==> src/rtl/irr_pkg.sv <==
// Shared phase and irrigation-type encodings for the sequencer and timer preset logic.
package irr_pkg;

  typedef enum logic [1:0] {
    ST_IDLE     = 2'b00,
    ST_PREP     = 2'b01,
    ST_IRRIGATE = 2'b10,
    ST_REST     = 2'b11
  } phase_t;

  localparam logic [1:0] TYPE_OFF    = 2'b00;
  localparam logic [1:0] TYPE_SPRINK = 2'b01;
  localparam logic [1:0] TYPE_DRIP   = 2'b10;
  localparam logic [1:0] TYPE_BAD    = 2'b11;

  function automatic logic type_is_runnable(input logic [1:0] t);
    return (t == TYPE_SPRINK) || (t == TYPE_DRIP);
  endfunction

endpackage

==> src/rtl/irr_watchdog.sv <==
// Per-phase cycle counter; flags expiry once a non-idle phase has lasted WDOG_CYCLES cycles.
module irr_watchdog #(
  parameter int WDOG_CYCLES = 4096
) (
  input  logic clk,
  input  logic rst_n,
  input  logic clear,
  input  logic active,
  output logic expired
);

  localparam int W = $clog2(WDOG_CYCLES) + 1;

  logic [W-1:0] cnt;

  always_ff @(posedge clk or negedge rst_n) begin
    if (!rst_n) begin
      cnt <= '0;
    end else if (clear || !active) begin
      cnt <= '0;
    end else if (cnt != W'(WDOG_CYCLES)) begin
      cnt <= cnt + 1'b1;
    end
  end

  assign expired = active && (cnt == W'(WDOG_CYCLES));

endmodule

==> src/rtl/irrigation_sequencer.sv <==
// Master irrigation FSM: IDLE -> PREP -> (IRRIGATE -> REST) x N -> IDLE, strobing the timer on each phase change.
// Optional per-phase watchdog enabled by defining IRR_WATCHDOG_EN.
module irrigation_sequencer
  import irr_pkg::*;
#(
  parameter int N_CYCLES    = 3,
  parameter int ARM_CYCLES  = 2,
  parameter int WDOG_CYCLES = 4096
) (
  input  logic       clk,
  input  logic       rst_n,
  input  logic       start,
  input  logic       stop,
  input  logic [1:0] irr_type_in,
  input  logic       water_low,
  input  logic       timer_done,
  output logic [1:0] state,
  output logic [1:0] irrigation_type,
  output logic       pulse_transiction,
  output logic       init_pulse,
  output logic       pump_on,
  output logic       valve_on,
  output logic       busy,
  output logic       fault
);

  localparam int CW = 4;
  localparam int AW = (ARM_CYCLES < 1) ? 1 : $clog2(ARM_CYCLES + 1);

  phase_t        st_q, st_d;
  logic [CW-1:0] cyc_q, cyc_d;
  logic [AW-1:0] arm_q;
  logic [1:0]    type_d;
  logic          fault_d, pump_d, valve_d, busy_d;
  logic          chg, done_armed, wdog_exp;

  // Timer presets take a few cycles to load; expiry seen before then is stale.
  assign done_armed = timer_done && (arm_q == '0);
  assign chg        = (st_d != st_q);

`ifdef IRR_WATCHDOG_EN
  irr_watchdog #(.WDOG_CYCLES(WDOG_CYCLES)) u_wdog (
    .clk     (clk),
    .rst_n   (rst_n),
    .clear   (chg),
    .active  (st_q != ST_IDLE),
    .expired (wdog_exp)
  );
`else
  assign wdog_exp = 1'b0 & (WDOG_CYCLES == 0);
`endif

  always_ff @(posedge clk or negedge rst_n) begin
    if (!rst_n) begin
      st_q              <= ST_IDLE;
      cyc_q             <= CW'(N_CYCLES);
      arm_q             <= '0;
      irrigation_type   <= TYPE_OFF;
      pulse_transiction <= 1'b0;
      init_pulse        <= 1'b1;
      pump_on           <= 1'b0;
      valve_on          <= 1'b0;
      busy              <= 1'b0;
      fault             <= 1'b0;
    end else begin
      st_q              <= st_d;
      cyc_q             <= cyc_d;
      irrigation_type   <= type_d;
      pulse_transiction <= chg;
      init_pulse        <= 1'b0;
      pump_on           <= pump_d;
      valve_on          <= valve_d;
      busy              <= busy_d;
      fault             <= fault_d;
      if (chg) begin
        arm_q <= AW'(ARM_CYCLES);
      end else if (arm_q != '0) begin
        arm_q <= arm_q - 1'b1;
      end
    end
  end

  always_comb begin
    st_d    = st_q;
    cyc_d   = cyc_q;
    type_d  = irrigation_type;
    fault_d = fault;
    if (stop) begin
      st_d = ST_IDLE;
    end else if (wdog_exp) begin
      st_d    = ST_IDLE;
      fault_d = 1'b1;
    end else begin
      case (st_q)
        ST_IDLE: begin
          if (start) begin
            if (type_is_runnable(irr_type_in) && !water_low) begin
              st_d    = ST_PREP;
              type_d  = irr_type_in;
              fault_d = 1'b0;
              cyc_d   = CW'(N_CYCLES);
            end else begin
              fault_d = 1'b1;
            end
          end
        end
        ST_PREP: begin
          if (done_armed) st_d = ST_IRRIGATE;
        end
        ST_IRRIGATE: begin
          if (water_low) begin
            st_d    = ST_IDLE;
            fault_d = 1'b1;
          end else if (done_armed) begin
            st_d  = ST_REST;
            cyc_d = cyc_q - 1'b1;
          end
        end
        default: begin
          if (done_armed) st_d = (cyc_q != '0) ? ST_IRRIGATE : ST_IDLE;
        end
      endcase
    end
  end

  always_comb begin
    pump_d  = (st_d == ST_PREP) || (st_d == ST_IRRIGATE);
    valve_d = (st_d == ST_IRRIGATE);
    busy_d  = (st_d != ST_IDLE);
  end

  assign state = st_q;

endmodule
==> config.mk <==
export PLATFORM = sky130hd
export DESIGN_NAME = irrigation_sequencer
export DESIGN_NICKNAME = d
export VERILOG_FILES = /design/src/rtl/irr_pkg.sv /design/src/rtl/irr_watchdog.sv /design/src/rtl/irrigation_sequencer.sv
export SDC_FILE = /design/constraint.sdc
export NUM_CORES = 1
export LEC_CHECK = 0
export ABC_AREA = 1
export BUFFER_PORTS_ARGS = -buffer_cell sky130_fd_sc_hd__buf_2
export CAP_MARGIN = 40
export CORE_MARGIN = 3
export CORE_UTILIZATION = 33
export DETAILED_ROUTE_END_ITERATION = 6
export PLACE_DENSITY = 0.63
export SLEW_MARGIN = 30
export SYNTH_ARGS = -nofsm -noshare
export SYNTH_HDL_FRONTEND = slang
export SYNTH_SLANG_ARGS = --single-unit
export TNS_END_PERCENT = 5
==> constraint.sdc <==
create_clock -name clk -period 2.05 [get_ports clk]
set_input_delay 0.41 -clock clk [delete_from_list [all_inputs] [get_ports clk]]
set_output_delay 0.41 -clock clk [all_outputs]
set_load 0.05 [all_outputs]
==> summary.md <==
| Metric | Value |
|---|---|
| Highest Clock Rate | `roughly 580 MHz` |
| Drt drc | `0` |
| Setup_tns | `0 ns` |
| Top-area cell type share of the netlist area | `a little under two fifths` |
| Worst-Skew Late Latency | `0.28 ns` |
| Period utilization | `83.7%` |
| Slowest stage delay, CP | `0.40 ns` |
| Multi-input logic area | `between 300 and 400 sq um` |
| Post-route cell area | `1010 sq um` |
| Crit start category | `flop` |
| Chip width | `57.3 um` |
| # Post-CTS Setup Buffers | `0` |
| Worst vdd ir | `~470 uV` |
| Final hold vios | `0` |
| Area Growth Syn to Fin | `16.7%` |
| Per-cell routed wire length | `between 10 and 15 um` |
| Worst reg2reg path startpoint | `arm_q[0]$_DFFE_PN0P_` |
| H-tree depth | `1` |
| CTS tree | `done` |
| N_diodes | `0` |
| Layout cells sized above 1 | `30.3%` |
| # resized after CTS | `0` |
| Lkg Pwr | `~0.00057 uW` |
| Maxcap violations | `0` |
| Post-synth top area cell | `dfrtp_1` |
| WP depth | `10` |
| Wl on met1 | `762 um` |
| FF-to-FF setup slack | `0.33 ns` |
| Full die area | `3280 sq um` |
| Initial Util | `between 30% and 40%` |
| CTS sink cnt | `16` |
| # rows | `17` |
| Clock transition at path regs | `around 0.10 ns` |
| Total power | `936 uW` |
| Placed cell area | `977 sq um` |
| Worst path required time | `2.22 ns` |
| CTS hold repair buffers | `0` |
| Antenna violations before repair | `0` |
| Grt ovf | `0` |
| Crit-path most repeated cell | `nand2_1` |
| Fillcell total | `258` |
| DRT antenna net count | `0` |
| Maximum root-to-sink buffer count | `2` |
| Critical Path, Cell by Cell | `inv_1 -> ha_1 -> nand2_1 -> inv_1 -> nand3_1 -> nand2_1 -> nand2_1 -> nand2_1 -> nand2_1 -> ha_1` |
| Highest Signal Layer | `met4` |
| Status | `complete, no violations` |
| DRT iter0 DRCs | `8` |
| Main area contributors after synthesis | `dfrtp_1 37%, dfstp_2 9.1%, nand2_1 8.6%` |
| Critical path type | `reg2reg` |
| Power per Cell Area | `923 nW/um^2` |
| Flop and latch count out of synthesis | `16` |
| Pin count of the biggest net entering global routing | `17` |
| IO Pins | `18` |
| Reg2Reg Depth | `10` |
| Synthesized cell area | `868 sq um` |
| CP endpoint | `pump_on$_DFF_PN0_` |
| Area of the core | `2360 sq um` |
| Fin Hold WS | `0.0245 ns` |
| Count of cell types in the netlist | `25` |
| Final setup vio count | `0` |
| Synth warn | `0` |
| Hold WC Path Type | `in2async` |
| Clock Tree Root | `clkbuf_4` |
| Period minus WS final | `1.72 ns` |
| Sequential fraction of the synthesis area | `46.5%` |
| Syn_nets | `~120` |
| Cell family with most CP delay | `adder cells` |
| Die Span Y | `57.3 um` |
| First-pass iteration count of the detailed router | `3` |
| Final wirelength | `1580 um` |
| Vias post-DR | `672` |
| Synth Area per Inst | `8.51 sq um` |
| Arrival time worst endpoint | `1.89 ns` |
| Fin. max-slew vios | `0` |
| Met3 wire length | `65 um` |
| CTS Buf Count | `3` |
| Unrepaired setup endpoints after global routing | `no` |
| Via density | `4.48` |
| Worst path slowest cell | `dfrtp_1` |
| Worst setup EP type | `flop` |
| Syn Inst Count | `roughly 100` |
| Reg-to-reg endpoint | `pump_on$_DFF_PN0_` |
| Final core utilization | `42.9%` |
| Clk_skew | `about 0.0083 ns` |
| Gr usage total | `between 10% and 20%` |
| Register area | `404 sq um` |
| I/O Buffers | `17` |
| Met2 WL post-DR | `743 um` |
| Fin nets | `roughly 140` |
| RD Place Congestion | `roughly 0.8` |
| Vias in the first global route | `618` |
| Worst setup path start | `arm_q[0]$_DFFE_PN0P_` |
| CP Max Fanout | `4` |
| Worst path bufs/invs | `2` |
| HPWL Detailed | `1240 um` |
| First-pass GRT wire length | `2570 um` |
-- worst min path at each step --
stage,start,to,cells after the start
CTS,rst_n,irrigation_type[0]$_DFFE_PN0P_,1
floorplan,rst_n,arm_q[0]$_DFFE_PN0P_,0
finish,rst_n,arm_q[1]$_DFFE_PN0P_,1
global route,rst_n,irrigation_type[0]$_DFFE_PN0P_,1
detailed placement,rst_n,fault$_DFFE_PN0P_,1
global placement,rst_n,state[0]$_DFF_PN0_,1
-- Yosys cell counts --
| cell type | number |
|---|---|
| nand2_1 | 20 |
| inv_1 | 14 |
| dfrtp_1 | 13 |
| nor2_1 | 13 |
| ha_1 | 5 |
| nand3_1 | 4 |
| o21ai_1 | 4 |
| a21oi_1 | 3 |
| dfstp_2 | 3 |
| nor2_2 | 3 |
| inv_2 | 2 |
| nand2_2 | 2 |
| nand4_1 | 2 |
| o21ai_0 | 2 |
| xor2_1 | 2 |
| a21oi_2 | 1 |
| a31oi_1 | 1 |
| buf_6 | 1 |
| conb_1 | 1 |
| inv_4 | 1 |
| nand3_2 | 1 |
| nor2_4 | 1 |
| nor2_8 | 1 |
| o21a_1 | 1 |
| or2_2 | 1 |
-- where the power goes --
| part | switching [uW] | internal [uW] |
|---|---|---|
| sequential | 26.8 | 376 |
| combinational | 222 | 103 |
| clock | 100 | 108 |
-- layer usage --
layer,track usage (%),vias to the layer above
met5,0,-
met4,3.97,0
met3,2.04,2
met2,15.8,12
met1,13.6,303
li1,-,355
-- kinds of logic after synthesis --
group,count (synthesis),synth area share (%)
xor+xnor,2,2.02
buf+inv,18,8.93
other cells,1,0.432
fa+ha+maj,5,7.20
flops,16,46.5
compound gates,12,7.78
simple gates,48,27.1
-- final cells by class --
class                   instances  area share, %
inverters                      17           6.54
well taps                      28           3.46
flip-flops and latches         16           39.9
repair buffers                 17           8.40
multi-input cells              68           38.1
clock buffers                   4           3.58
-- placed cells by master (no fill, tap or decap), drive strengths merged --
master  count
o21a        1
xor2        2
nor2       18
dfrtp      13
ha          5
inv        17
conb        1
a31oi       1
nand4       2
buf        17
clkbuf      4
nand3       5
nand2      22
a21oi       4
or2         1
dfstp       3
o21ai       6
-- registers in the layout (all words and copies together), names as in the netlist --
signal,flops
valve_on,1
irrigation_type,2
state,2
cyc_q,4
init_pulse,1
arm_q,2
fault,1
pulse_transiction,1
pump_on,1
busy,1
-- through the flow --
step / setup WS (ns) / std cells
3_3_place_gp: 0.365 / 146
2_1_floorplan: 0.374 / 102
5_1_grt: 0.176 / 150
3_5_place_dp: 0.349 / 146
6_report: 0.334 / 150
4_1_cts: 0.335 / 150
Power figures use the tool's default switching activity.
